--- config.mk ---
export PLATFORM = sky130hd
export DESIGN_NAME = idma_cmd_arbiter_flat
export DESIGN_NICKNAME = d
export VERILOG_FILES = /design/src/rtl/idma_cmd_arbiter_if.sv /design/src/rtl/idma_cmd_arbiter.sv /design/src/flat_wrapper.sv
export SDC_FILE = /design/constraint.sdc
export NUM_CORES = 1
export LEC_CHECK = 0
export CAP_MARGIN = 30
export CORE_ASPECT_RATIO = 1.2
export CORE_MARGIN = 3
export CORE_UTILIZATION = 25
export CTS_CLUSTER_SIZE = 40
export DETAILED_ROUTE_END_ITERATION = 12
export GPL_ROUTABILITY_DRIVEN = 0
export PLACE_DENSITY = 0.79
export SYNTH_ARGS = -nofsm -noshare
export SYNTH_HDL_FRONTEND = slang
export SYNTH_SLANG_ARGS = --single-unit
--- constraint.sdc ---
create_clock -name aclk -period 2.9 [get_ports aclk]
set_input_delay 0.29 -clock aclk [delete_from_list [all_inputs] [get_ports aclk]]
set_output_delay 0.29 -clock aclk [all_outputs]
set_load 0.05 [all_outputs]
--- src/rtl/idma_cmd_arbiter_if.sv ---
`default_nettype none
// +----------------------------------------------------------------------------+
// | Module   : idma_cmd_arbiter_if                                             |
// | Brief    : AXI-Stream beat bundle (tdata/tvalid/tlast/tready) for iDMA arb |
// | Revision : 1.0 - initial release                                           |
// +----------------------------------------------------------------------------+
interface idma_cmd_arbiter_if #(
  parameter int DATA_WIDTH = 32
);
  logic [DATA_WIDTH-1:0] tdata;
  logic                  tvalid;
  logic                  tlast;
  logic                  tready;

  modport master (output tdata, output tvalid, output tlast, input tready);
  modport slave  (input tdata, input tvalid, input tlast, output tready);
endinterface
`default_nettype wire

--- src/rtl/idma_cmd_arbiter.sv ---
`default_nettype none
// +----------------------------------------------------------------------------+
// | Module   : idma_cmd_arbiter                                                |
// | Brief    : Shares one iDMA between RX (port 0) and TX (port 1) masters;    |
// |            packet arbitration plus in-order response routing via FIFO.     |
// |            Define IDMA_ARB_FIXED_PRIO_EN for fixed priority (port 0 wins). |
// | Revision : 1.0 - initial release                                           |
// +----------------------------------------------------------------------------+
module idma_cmd_arbiter #(
  parameter int DATA_WIDTH = 32,
  parameter int TAG_DEPTH  = 4
) (
  input  wire logic              aclk,
  input  wire logic              aresetn,
  idma_cmd_arbiter_if.slave      s0_cmd,
  idma_cmd_arbiter_if.slave      s1_cmd,
  idma_cmd_arbiter_if.master     m_cmd,
  idma_cmd_arbiter_if.slave      m_stat,
  idma_cmd_arbiter_if.master     s0_stat,
  idma_cmd_arbiter_if.master     s1_stat,
  output logic [$clog2(TAG_DEPTH):0] outstanding,
  output logic                   orphan_err
);

  localparam int PTR_W = $clog2(TAG_DEPTH);
  localparam int CNT_W = PTR_W + 1;

  typedef enum logic [0:0] {
    S_IDLE  = 1'b0,
    S_GRANT = 1'b1
  } state_t;

  state_t                r_state, w_state_nxt;
  logic                  r_grant, w_grant_nxt;
  logic                  w_push, w_pop;
  logic [TAG_DEPTH-1:0]  r_fifo;
  logic [PTR_W-1:0]      r_wr_ptr, r_rd_ptr;
  logic [CNT_W-1:0]      r_count;
  logic                  r_orphan;
  logic                  w_full, w_empty, w_head;
  logic [DATA_WIDTH-1:0] w_cmd_data;
  logic                  w_cmd_valid, w_cmd_last;
  logic                  w_s0_ready, w_s1_ready, w_stat_ready;
`ifndef IDMA_ARB_FIXED_PRIO_EN
  logic                  r_rr_ptr, w_rr_nxt;
`endif

  assign w_full  = (r_count == CNT_W'(TAG_DEPTH));
  assign w_empty = (r_count == '0);
  assign w_head  = r_fifo[r_rd_ptr];

  always_comb begin
    w_state_nxt = r_state;
    w_grant_nxt = r_grant;
`ifndef IDMA_ARB_FIXED_PRIO_EN
    w_rr_nxt    = r_rr_ptr;
`endif
    w_push      = 1'b0;
    w_cmd_data  = '0;
    w_cmd_valid = 1'b0;
    w_cmd_last  = 1'b0;
    w_s0_ready  = 1'b0;
    w_s1_ready  = 1'b0;
    case (r_state)
      S_IDLE: begin
        if ((s0_cmd.tvalid || s1_cmd.tvalid) && !w_full) begin
          w_push      = 1'b1;
          w_state_nxt = S_GRANT;
`ifdef IDMA_ARB_FIXED_PRIO_EN
          w_grant_nxt = !s0_cmd.tvalid;
`else
          w_grant_nxt = (s0_cmd.tvalid && s1_cmd.tvalid) ? r_rr_ptr : s1_cmd.tvalid;
`endif
        end
      end
      S_GRANT: begin
        if (r_grant) begin
          w_cmd_data  = s1_cmd.tdata;
          w_cmd_valid = s1_cmd.tvalid;
          w_cmd_last  = s1_cmd.tlast;
          w_s1_ready  = m_cmd.tready;
        end else begin
          w_cmd_data  = s0_cmd.tdata;
          w_cmd_valid = s0_cmd.tvalid;
          w_cmd_last  = s0_cmd.tlast;
          w_s0_ready  = m_cmd.tready;
        end
        // Grant is held across tvalid gaps; only the last beat releases it.
        if (w_cmd_valid && m_cmd.tready && w_cmd_last) begin
          w_state_nxt = S_IDLE;
`ifndef IDMA_ARB_FIXED_PRIO_EN
          w_rr_nxt    = ~r_grant;
`endif
        end
      end
      default: w_state_nxt = S_IDLE;
    endcase
  end

  assign m_cmd.tdata   = w_cmd_data;
  assign m_cmd.tvalid  = w_cmd_valid;
  assign m_cmd.tlast   = w_cmd_last;
  assign s0_cmd.tready = w_s0_ready;
  assign s1_cmd.tready = w_s1_ready;

  // Responses follow the FIFO head; with nothing outstanding the beat is drained.
  always_comb begin
    w_stat_ready   = 1'b0;
    s0_stat.tdata  = '0;
    s0_stat.tvalid = 1'b0;
    s0_stat.tlast  = 1'b0;
    s1_stat.tdata  = '0;
    s1_stat.tvalid = 1'b0;
    s1_stat.tlast  = 1'b0;
    if (aresetn) begin
      if (w_empty) begin
        w_stat_ready = 1'b1;
      end else if (w_head) begin
        s1_stat.tdata  = m_stat.tdata;
        s1_stat.tvalid = m_stat.tvalid;
        s1_stat.tlast  = m_stat.tlast;
        w_stat_ready   = s1_stat.tready;
      end else begin
        s0_stat.tdata  = m_stat.tdata;
        s0_stat.tvalid = m_stat.tvalid;
        s0_stat.tlast  = m_stat.tlast;
        w_stat_ready   = s0_stat.tready;
      end
    end
  end

  assign m_stat.tready = w_stat_ready;
  assign w_pop         = !w_empty && m_stat.tvalid && w_stat_ready && m_stat.tlast;

  always_ff @(posedge aclk or negedge aresetn) begin
    if (!aresetn) begin
      r_state  <= S_IDLE;
      r_grant  <= 1'b0;
      r_fifo   <= '0;
      r_wr_ptr <= '0;
      r_rd_ptr <= '0;
      r_count  <= '0;
      r_orphan <= 1'b0;
    end else begin
      r_state <= w_state_nxt;
      r_grant <= w_grant_nxt;
      if (w_push) begin
        r_fifo[r_wr_ptr] <= w_grant_nxt;
        r_wr_ptr         <= r_wr_ptr + PTR_W'(1);
      end
      if (w_pop) begin
        r_rd_ptr <= r_rd_ptr + PTR_W'(1);
      end
      if (w_push && !w_pop) begin
        r_count <= r_count + CNT_W'(1);
      end else if (!w_push && w_pop) begin
        r_count <= r_count - CNT_W'(1);
      end
      if (w_empty && m_stat.tvalid) begin
        r_orphan <= 1'b1;
      end
    end
  end

`ifndef IDMA_ARB_FIXED_PRIO_EN
  always_ff @(posedge aclk or negedge aresetn) begin
    if (!aresetn) begin
      r_rr_ptr <= 1'b0;
    end else begin
      r_rr_ptr <= w_rr_nxt;
    end
  end
`endif

  assign outstanding = r_count;
  assign orphan_err  = r_orphan;

endmodule
`default_nettype wire

--- src/flat_wrapper.sv ---
// flat-port wrapper written by rule: the top's interface ports become plain ports
module idma_cmd_arbiter_flat 
#(
  parameter int DATA_WIDTH = 32,
  parameter int TAG_DEPTH  = 4
)
  (aclk, aresetn, outstanding, orphan_err, s0_cmd_tdata, s0_cmd_tvalid, s0_cmd_tlast, s0_cmd_tready, s1_cmd_tdata, s1_cmd_tvalid, s1_cmd_tlast, s1_cmd_tready, m_cmd_tdata, m_cmd_tvalid, m_cmd_tlast, m_cmd_tready, m_stat_tdata, m_stat_tvalid, m_stat_tlast, m_stat_tready, s0_stat_tdata, s0_stat_tvalid, s0_stat_tlast, s0_stat_tready, s1_stat_tdata, s1_stat_tvalid, s1_stat_tlast, s1_stat_tready);
  idma_cmd_arbiter_if #(.DATA_WIDTH(DATA_WIDTH)) s0_cmd_i ();
  idma_cmd_arbiter_if #(.DATA_WIDTH(DATA_WIDTH)) s1_cmd_i ();
  idma_cmd_arbiter_if #(.DATA_WIDTH(DATA_WIDTH)) m_cmd_i ();
  idma_cmd_arbiter_if #(.DATA_WIDTH(DATA_WIDTH)) m_stat_i ();
  idma_cmd_arbiter_if #(.DATA_WIDTH(DATA_WIDTH)) s0_stat_i ();
  idma_cmd_arbiter_if #(.DATA_WIDTH(DATA_WIDTH)) s1_stat_i ();
  input  wire logic aclk;
  input  wire logic aresetn;
  output logic [$clog2(TAG_DEPTH):0] outstanding;
  output logic orphan_err;
  input wire logic [$bits(s0_cmd_i.tdata)-1:0] s0_cmd_tdata;
  input wire logic [$bits(s0_cmd_i.tvalid)-1:0] s0_cmd_tvalid;
  input wire logic [$bits(s0_cmd_i.tlast)-1:0] s0_cmd_tlast;
  output wire logic [$bits(s0_cmd_i.tready)-1:0] s0_cmd_tready;
  input wire logic [$bits(s1_cmd_i.tdata)-1:0] s1_cmd_tdata;
  input wire logic [$bits(s1_cmd_i.tvalid)-1:0] s1_cmd_tvalid;
  input wire logic [$bits(s1_cmd_i.tlast)-1:0] s1_cmd_tlast;
  output wire logic [$bits(s1_cmd_i.tready)-1:0] s1_cmd_tready;
  output wire logic [$bits(m_cmd_i.tdata)-1:0] m_cmd_tdata;
  output wire logic [$bits(m_cmd_i.tvalid)-1:0] m_cmd_tvalid;
  output wire logic [$bits(m_cmd_i.tlast)-1:0] m_cmd_tlast;
  input wire logic [$bits(m_cmd_i.tready)-1:0] m_cmd_tready;
  input wire logic [$bits(m_stat_i.tdata)-1:0] m_stat_tdata;
  input wire logic [$bits(m_stat_i.tvalid)-1:0] m_stat_tvalid;
  input wire logic [$bits(m_stat_i.tlast)-1:0] m_stat_tlast;
  output wire logic [$bits(m_stat_i.tready)-1:0] m_stat_tready;
  output wire logic [$bits(s0_stat_i.tdata)-1:0] s0_stat_tdata;
  output wire logic [$bits(s0_stat_i.tvalid)-1:0] s0_stat_tvalid;
  output wire logic [$bits(s0_stat_i.tlast)-1:0] s0_stat_tlast;
  input wire logic [$bits(s0_stat_i.tready)-1:0] s0_stat_tready;
  output wire logic [$bits(s1_stat_i.tdata)-1:0] s1_stat_tdata;
  output wire logic [$bits(s1_stat_i.tvalid)-1:0] s1_stat_tvalid;
  output wire logic [$bits(s1_stat_i.tlast)-1:0] s1_stat_tlast;
  input wire logic [$bits(s1_stat_i.tready)-1:0] s1_stat_tready;
  assign s0_cmd_i.tdata = s0_cmd_tdata;
  assign s0_cmd_i.tvalid = s0_cmd_tvalid;
  assign s0_cmd_i.tlast = s0_cmd_tlast;
  assign s0_cmd_tready = s0_cmd_i.tready;
  assign s1_cmd_i.tdata = s1_cmd_tdata;
  assign s1_cmd_i.tvalid = s1_cmd_tvalid;
  assign s1_cmd_i.tlast = s1_cmd_tlast;
  assign s1_cmd_tready = s1_cmd_i.tready;
  assign m_cmd_tdata = m_cmd_i.tdata;
  assign m_cmd_tvalid = m_cmd_i.tvalid;
  assign m_cmd_tlast = m_cmd_i.tlast;
  assign m_cmd_i.tready = m_cmd_tready;
  assign m_stat_i.tdata = m_stat_tdata;
  assign m_stat_i.tvalid = m_stat_tvalid;
  assign m_stat_i.tlast = m_stat_tlast;
  assign m_stat_tready = m_stat_i.tready;
  assign s0_stat_tdata = s0_stat_i.tdata;
  assign s0_stat_tvalid = s0_stat_i.tvalid;
  assign s0_stat_tlast = s0_stat_i.tlast;
  assign s0_stat_i.tready = s0_stat_tready;
  assign s1_stat_tdata = s1_stat_i.tdata;
  assign s1_stat_tvalid = s1_stat_i.tvalid;
  assign s1_stat_tlast = s1_stat_i.tlast;
  assign s1_stat_i.tready = s1_stat_tready;
  idma_cmd_arbiter #(.DATA_WIDTH(DATA_WIDTH), .TAG_DEPTH(TAG_DEPTH)) u_core (.aclk(aclk), .aresetn(aresetn), .s0_cmd(s0_cmd_i), .s1_cmd(s1_cmd_i), .m_cmd(m_cmd_i), .m_stat(m_stat_i), .s0_stat(s0_stat_i), .s1_stat(s1_stat_i), .outstanding(outstanding), .orphan_err(orphan_err));
endmodule
==> results of run 1 <==
## power by group
group	switching, mW	internal (mW)	total, mW	leakage, nW
clock	0.0784	0.0953	0.174	0.0255
combinational	3.03	2.11	5.14	1.88
sequential	0.220	0.315	0.535	0.171
## routing by layer
layer  up-vias  part of all wire (%)
li1       1266                     -
met1      1207                    36
met2       159                    51
met3        12                    11
met4         0                   2.1
met5         -                     0
## cells by family after synthesis
group	Yosys count	synth area share, %
multiplexers	42	23.6
buffers and inverters	27	6.10
XOR/XNOR	6	2.85
AO/OA/AOI/OAI	19	6.57
flip-flops	15	20.3
adder cells (fa/ha/maj)	6	4.47
AND/OR/NAND/NOR	150	36.0
## sequential cells by signal, indices dropped and copies added (netlist names)
signal / count
u_core.r_fifo: 4
u_core.outstanding: 3
u_core.r_rd_ptr: 2
u_core.r_wr_ptr: 2
u_core.orphan_err: 1
u_core.r_grant: 1
u_core.r_rr_ptr: 1
u_core.r_state: 1
## layout by cell type (no fill, tap or decap), types with 5 or more instances in the layout
| master | Yosys | routed |
|---|---|---|
| nand2_1 | 37 | 37 |
| inv_1 | 5 | 5 |
| buf_12 | 0 | 70 |
| clkdlybuf4s50_1 | 0 | 146 |
| nor2_1 | 72 | 72 |
| a31oi_1 | 8 | 8 |
| nor2b_1 | 34 | 34 |
| dfrtp_1 | 15 | 14 |
| ha_1 | 5 | 5 |
| buf_4 | 1 | 6 |
| mux2i_1 | 38 | 38 |
## cell type report
cell class | instances | share of cell area (%)
Timing Repair Buffer | 222 | 60.3
Multi-Input combinational cell | 223 | 28.3
Sequential cell | 15 | 7.81
Tap cell | 87 | 2.26
Clock buffer | 3 | 0.856
Inverter | 5 | 0.389
Clock inverter | 1 | 0.104
## final timing paths
path / from / endpoint / slack [ps]
min reg2reg: u_core.orphan_err / u_core.orphan_err / 480
min in group aclk: u_core.orphan_err / u_core.orphan_err / 480
min: aresetn / u_core.r_fifo[3] / 400
max reg2reg: u_core.r_rd_ptr[0] / u_core.outstanding[1] / 400
max in group asynchronous: aresetn / u_core.r_grant / 2310
max: u_core.r_state / m_cmd_tdata[25] / 220
## stage by stage
stage                     area (um2)  hold slack, ps  utilization (%)  instances  setup slack (ps)
after global routing            4820             425             68.7        556              83.4
after detailed placement        4770             465             68.0        552               424
after floorplan                 1850           -5.59                -        265               272
after CTS                       4820             404             68.7        556               181
final                           4820             398             68.7        556               218
after global placement          4770             463             68.0        552               496
## worst max-delay path: stages (launching register included)
cell	delay, ps
dfrtp_1	880
buf_4	270
nor2b_1	160
clkdlybuf4s50_1	820
==> flow_summary.json, run 1 <==
{
  "grt_pass1_wl_um": 13800,
  "syn_area_per_cell_um2": 6.97,
  "dp_hpwl_um": 7880,
  "setup_violations": 0,
  "synth.distinct_cells": 28,
  "path_max_fanout": 32,
  "period_share_pct": 92.5,
  "post-cts-setup-buffers": 0,
  "start_util_pct": 26.3,
  "drc": 0,
  "ys_ff_latch": 15,
  "core_um2": 7020,
  "relSlewSlack_pct": 44.9,
  "rows": 33,
  "regArea_um2": 377,
  "hold_violations": 0,
  "cp.arrival_ps": 2390,
  "yosysMostFrequentCell": "nor2_1",
  "drt_pass1_iterations": 4,
  "start_kind": "register",
  "tightest_slew_ps": 827,
  "gr-usage-met1_pct": 23.3,
  "vias": 2644,
  "outcome": "finished, final reports clean",
  "htree_levels": 1,
  "via_per_inst": 4.76,
  "yosysSeqAreaShare_pct": 20.3,
  "grt_pass1_vias": 2587,
  "ctsResizeCount": 0,
  "synth_nets": 378,
  "post-route-min-period_ps": 2680,
  "tns_ps": 0,
  "synth-edff-count": 0,
  "tritoncts": "built",
  "yosysTopAreaCellShare_pct": 20.6,
  "io_pins": 216,
  "syn_area_um2": 1850,
  "fin_skew_ps": 3.81,
  "clock_latency_ps": 250,
  "design.die.area_um2": 8460,
  "grtUsageMet2_pct": 38.5,
  "first_iter_violations": 54,
  "cts_sinks": 15,
  "ys_top_cells_by_count": "72 x nor2_1, 38 x mux2i_1, 37 x nand2_1",
  "path_class": "reg2out",
  "io_buffer_count": 215,
  "track_usage_pct": 21.0,
  "drive_above_1_share_pct": 18.6,
  "syn_inst": 265,
  "powerDensity_nw_per_um2": 1210,
  "totalPowerFinal_mw": 5.85,
  "hp-class": "in2async",
  "wl_per_cell_um": 16.7,
  "met3_usage_pct": 6.90,
  "p_leak_nw": 2.08,
  "cp.required_ps": 2610,
  "die_w_um": 84.5,
  "finalNetCount": 583,
  "worst_r2r_path_depth": 7,
  "antenna_found_initial": 0,
  "clkTransAtPathRegs_ps": 70,
  "cap_violations": 0,
  "syn_to_final_growth_pct": 161,
  "ys.warnings.count": 0,
  "synthFlopType": "dfrtp_1",
  "n_fill_cell": 520,
  "grt_max_degree": 35,
  "ys_async_sr_fraction_pct": 100,
  "drt-total-wl_um": 9310,
  "synth_area_leaders": "mux2i_1 21%, dfrtp_1 20%, nor2_1 15%, nor2b_1 12%, nand2_1 7.5%",
  "grt-busiest-layer": "met2",
  "cts_max_path_buffers": 2,
  "ir_drop_uv": 770,
  "maxSlewViolCount": 0,
  "grt_overflow": 0,
  "max_freq_mhz": 373,
  "drtAntennaViolNets": 0,
  "fp.dieH_um": 100,
  "cts_hold_buf": 0,
  "multi_input_area_um2": 1360,
  "cts_made_buffers": 3,
  "yosys.area.top_type": "mux2i_1",
  "antenna_cells": 0,
  "worstSetupEndpointType": "output pin",
  "rsz0062_at_grt": "no",
  "cts-root-buf": "clkbuf_8"
}
Power figures use the tool's default switching activity.
==> run 2, diff against run 1 <==
--- a/config.mk
+++ b/config.mk
@@ -6,13 +6,15 @@
 export NUM_CORES = 1
 export LEC_CHECK = 0
 export CAP_MARGIN = 30
+export CELL_PAD_IN_SITES_DETAIL_PLACEMENT = 1
+export CELL_PAD_IN_SITES_GLOBAL_PLACEMENT = 2
 export CORE_ASPECT_RATIO = 1.2
 export CORE_MARGIN = 3
-export CORE_UTILIZATION = 25
+export CORE_UTILIZATION = 12
 export CTS_CLUSTER_SIZE = 40
 export DETAILED_ROUTE_END_ITERATION = 12
 export GPL_ROUTABILITY_DRIVEN = 0
-export PLACE_DENSITY = 0.79
+export PLACE_DENSITY = 0.86
 export SYNTH_ARGS = -nofsm -noshare
 export SYNTH_HDL_FRONTEND = slang
 export SYNTH_SLANG_ARGS = --single-unit
==> run 2 against run 1 <==
  * Largest power group unchanged
  * Largest cell class unchanged
  * Worst setup slack better by 180 ps
  * First-iteration DRC count is 24% higher
  * Via count is 0.68% lower
  * Critical endpoint is now u_core.outstanding[1]
  * Critical path type is now reg2reg
  * Count of clock-buffer cells in the layout is 1 higher
==> flow_summary.json, run 2 (synthesis results as in run 1) <==
{
  "relSlewSlack_pct": 61.9,
  "drt_pass1_iterations": 4,
  "first_iter_violations": 67,
  "wl_per_cell_um": 14.2,
  "antenna_cells": 0,
  "cp.arrival_ps": 2630,
  "drtAntennaViolNets": 0,
  "powerDensity_nw_per_um2": 1190,
  "fp.dieH_um": 142,
  "io_pins": 216,
  "track_usage_pct": 10.7,
  "mostFrequentLayoutCells": "146 x clkdlybuf4s50_1, 72 x nor2_1, 70 x buf_12",
  "final_common_cell": "clkdlybuf4s50_1",
  "start_util_pct": 12.3,
  "rows": 49,
  "grt_overflow": 0,
  "drc": 0,
  "period_share_pct": 86.3,
  "grt_max_degree": 41,
  "cp.required_ps": 3020,
  "tns_ps": 0,
  "dp_hpwl_um": 8210,
  "fin_skew_ps": 3.89,
  "grt_pass1_vias": 2967,
  "cts_hold_buf": 0,
  "totalPowerFinal_mw": 5.96,
  "p_leak_nw": 2.09,
  "antenna_found_initial": 0,
  "tightest_slew_ps": 567,
  "maxSlewViolCount": 0,
  "core_um2": 15000,
  "hold_violations": 0,
  "cts_max_path_buffers": 2,
  "vias": 2626,
  "die_w_um": 119,
  "largest_reg_flops": 4,
  "cts-root-buf": "clkbuf_16",
  "grt_pass1_wl_um": 14900,
  "io_buffer_count": 215,
  "max_freq_mhz": 400,
  "post-cts-setup-buffers": 0,
  "ir_drop_uv": 457,
  "outcome": "finished, final reports clean",
  "final_area_um2": 5000,
  "clock_latency_ps": 240,
  "max_flop_register": "u_core.r_fifo",
  "syn_to_final_growth_pct": 171,
  "tritoncts": "built",
  "via_per_inst": 3.90,
  "cts_sinks": 15,
  "hp-class": "in2async",
  "rsz0062_at_grt": "no",
  "drive_above_1_share_pct": 18.3,
  "setup_violations": 0,
  "cap_violations": 0,
  "post-route-min-period_ps": 2500,
  "n_fill_cell": 1736,
  "ctsResizeCount": 0,
  "placed_cell_area_um2": 4920,
  "finalNetCount": 583,
  "path_class": "reg2reg",
  "drt-total-wl_um": 9550,
  "worstSetupEndpointType": "register",
  "clkTransAtPathRegs_ps": 50,
  "cts_made_buffers": 3,
  "htree_levels": 1,
  "start_kind": "register",
  "design.die.area_um2": 16900,
  "path_max_fanout": 5
}
run 2: cell count changes in the layout (fill, tap and decap cells not counted), sizes merged:
cell    delta
clkbuf     +1
clkinv     -1
run 2: critical path: stages, from the launching register on:
cell,delay (ps)
dfrtp_1,450
mux4_2,570
mux2i_1,160
or2_4,240
ha_1,220
inv_1,70
fa_1,400
mux2_2,270
run 2: area by class of cell:
class | count | area (um2) | area share (%)
timing repair buffer | 222 | 2910 | 58.2
multi-input combinational | 223 | 1360 | 27.3
tap | 204 | 255 | 5.11
sequential | 15 | 377 | 7.53
inverter | 5 | 18.8 | 0.375
clock buffer | 4 | 78.8 | 1.58
run 2: worst paths after layout:
| kind | from | endpoint | slack (ps) | cells past startpoint |
|---|---|---|---|---|
| worst max-delay path | u_core.r_rd_ptr[0] | u_core.outstanding[1] | 400 | 7 |
| worst min-delay path | aresetn | u_core.r_fifo[2] | 460 | 2 |
| worst max register to register | u_core.r_rd_ptr[0] | u_core.outstanding[1] | 400 | 7 |
| worst min register to register | u_core.orphan_err | u_core.orphan_err | 490 | 1 |
| max in group asynchronous | aresetn | u_core.r_grant | 2250 | 2 |
| min in group aclk | u_core.orphan_err | u_core.orphan_err | 490 | 1 |
run 2: power by group:
part	switching, mW	internal [mW]
clock network	0.0823	0.186
logic	3.12	2.10
registers	0.143	0.318
run 2: per-layer routing:
| metal | routed length [um] | up-vias | global-route usage [%] |
|---|---|---|---|
| li1 | - | 1264 | - |
| met1 | 3550 | 1164 | 11.1 |
| met2 | 4540 | 195 | 19.6 |
| met3 | 1440 | 3 | 5.82 |
| met4 | 22 | 0 | 0.915 |
| met5 | 0 | - | 0 |
run 2: stage by stage:
stage | std cells | setup slack, ps | utilization [%] | hold slack (ps)
finish | 673 | 399 | 33.3 | 457
floorplan | 265 | 272 | - | -5.59
detailed placement | 669 | 417 | 32.8 | 483
global placement | 669 | 461 | 32.8 | 471
global route | 673 | 222 | 33.3 | 507
CTS | 673 | 341 | 33.3 | 485
==> run 3, diff against run 2 <==
--- a/config.mk
+++ b/config.mk
@@ -14,7 +14,9 @@
 export CTS_CLUSTER_SIZE = 40
 export DETAILED_ROUTE_END_ITERATION = 12
 export GPL_ROUTABILITY_DRIVEN = 0
+export MAX_ROUTING_LAYER = met4
 export PLACE_DENSITY = 0.86
+export RECOVER_POWER = 100
 export SYNTH_ARGS = -nofsm -noshare
 export SYNTH_HDL_FRONTEND = slang
 export SYNTH_SLANG_ARGS = --single-unit
==> run 3 against run 2 <==
  * Clock power hardly changed
  * Largest power group unchanged
  * Via count is 0.69% higher
  * Sequential power hardly changed
  * Total power is 11% lower
==> flow_summary.json, run 3 (synthesis results as in run 1) <==
{
  "outcome": "finished, final reports clean",
  "startpoint": "aresetn",
  "r2r-end": "u_core.outstanding[2]",
  "start_kind": "input pin",
  "core_um2": 15000,
  "finalNetCount": 583,
  "drc": 0,
  "rsz0062_at_grt": "no",
  "totalPowerFinal_mw": 5.29,
  "tns_ps": 0,
  "ir_drop_uv": 453,
  "max_flop_register": "u_core.r_fifo",
  "mostFrequentLayoutCells": "104 x clkdlybuf4s50_1, 72 x nor2_1, 42 x dlygate4sd3_1",
  "setup_violations": 0,
  "clock_latency_ps": 250,
  "r2r_slack_ps": 360,
  "dp_hpwl_um": 8210,
  "first_iter_violations": 55,
  "hp-class": "reg2reg",
  "r2r-start": "u_core.r_rd_ptr[0]",
  "endpoint": "s0_stat_tdata[5]",
  "final_common_cell": "clkdlybuf4s50_1",
  "post-cts-setup-buffers": 0,
  "drtAntennaViolNets": 0,
  "ctsResizeCount": 0,
  "max_freq_mhz": 379,
  "grt_max_degree": 41,
  "clkTransAtPathRegs_ps": 50,
  "largest_reg_flops": 4,
  "n_fill_cell": 1811,
  "drt_pass1_iterations": 4,
  "vias": 2644,
  "wl_per_cell_um": 14.4,
  "cts_made_buffers": 3,
  "grt_pass1_wl_um": 14800,
  "post-route-min-period_ps": 2640,
  "drt-total-wl_um": 9690,
  "tritoncts": "built",
  "critical_path.cell_chain": "dlygate4sd3_1 > o31a_1 > clkbuf_2 > nand2_1 > nor2_1 > dlymetal6s2s_1",
  "io_buffer_count": 215,
  "multi_input_area_um2": 1360,
  "path_class": "in2out",
  "syn_to_final_growth_pct": 137,
  "grt_overflow": 0,
  "antenna_cells": 0,
  "worstSetupEndpointType": "output pin",
  "crit_path_max_incr_delay_ps": 590,
  "cp.arrival_ps": 2350,
  "cts_max_path_buffers": 2,
  "track_usage_pct": 11.0,
  "via_per_inst": 3.93,
  "fin_util_pct": 29.2,
  "period_share_pct": 90.9,
  "cts-root-buf": "clkbuf_16",
  "grt_pass1_vias": 2977,
  "die_w_um": 119,
  "drive_above_1_share_pct": 17.7,
  "io_pins": 216,
  "hold_slack_ps": 485,
  "maxSlewViolCount": 0,
  "hold_violations": 0,
  "htree_levels": 1,
  "fp.dieH_um": 142,
  "start_util_pct": 12.3,
  "path_max_fanout": 34,
  "relSlewSlack_pct": 44.7,
  "cts_sinks": 15,
  "rows": 49,
  "fin_skew_ps": 3.86,
  "cp.required_ps": 2610,
  "tightest_slew_ps": 830,
  "p_leak_nw": 1.99,
  "cts_hold_buf": 0,
  "dp_slack_ps": 417,
  "regArea_um2": 377,
  "cap_violations": 0,
  "setup_ws_ps": 264,
  "powerDensity_nw_per_um2": 1210,
  "antenna_found_initial": 0,
  "design.die.area_um2": 16900,
  "worst_r2r_path_depth": 9,
  "cp_slowest_cell": "dlygate4sd3_1"
}
[run 3: changes by cell type in the layout (fill, tap and decap cells not counted)]
cell / before / now
clkdlybuf4s50_1: 146 / 104
dlygate4sd3_1: 0 / 42
buf_12: 70 / 29
clkbuf_2: 0 / 41
buf_4: 6 / 4
clkbuf_1: 1 / 2
dlymetal6s2s_1: 0 / 1
or2_0: 0 / 1
or2_4: 1 / 0
[run 3: power by group]
group	internal [mW]	switching, mW
Sequential	0.317	0.142
Combinational	1.53	3.03
Clock	0.186	0.0825
[run 3: metrics by stage]
| step | area [um2] | instances |
|---|---|---|
| 3_3_place_gp | 4920 | 669 |
| 6_report | 4380 | 673 |
| 2_1_floorplan | 1850 | 265 |
| 4_1_cts | 5000 | 673 |
| 3_5_place_dp | 4920 | 669 |
| 5_1_grt | 4380 | 673 |
[run 3: worst min path at each step]
stage                 startpoint                end  slack (ps)  depth (start not counted)
6_report       u_core.orphan_err  u_core.orphan_err         490                          1
5_1_grt        u_core.orphan_err  u_core.orphan_err         540                          1
4_1_cts                  aresetn   u_core.r_fifo[1]         490                          2
3_5_place_dp   u_core.orphan_err  u_core.orphan_err         480                          1
3_3_place_gp   u_core.orphan_err  u_core.orphan_err         470                          1
2_1_floorplan            aresetn  u_core.orphan_err          -6                          0
[run 3: cell type report]
class / count / share of cell area (%)
Timing Repair Buffer: 222 / 52.3
Multi-Input combinational cell: 223 / 31.0
Sequential cell: 15 / 8.59
Tap cell: 204 / 5.82
Clock buffer: 4 / 1.80
Inverter: 5 / 0.428
[run 3: worst max-delay path, delay by kind of cell]
family	cells	cell delay [ps]
AOI/OAI and AO/OA	1	180
buffers and inverters	3	1610
and+or+nand+nor	2	250
[run 3: metal layers]
| metal | wire length (um) | share of wire, % | global-route usage (%) | up-vias |
|---|---|---|---|---|
| li1 | - | - | - | 1262 |
| met1 | 4000 | 41 | 12.4 | 1178 |
| met2 | 4520 | 47 | 19.6 | 195 |
| met3 | 1110 | 11 | 3.75 | 9 |
| met4 | 68 | 0.70 | 0.915 | 0 |
| met5 | 0 | 0 | - | - |
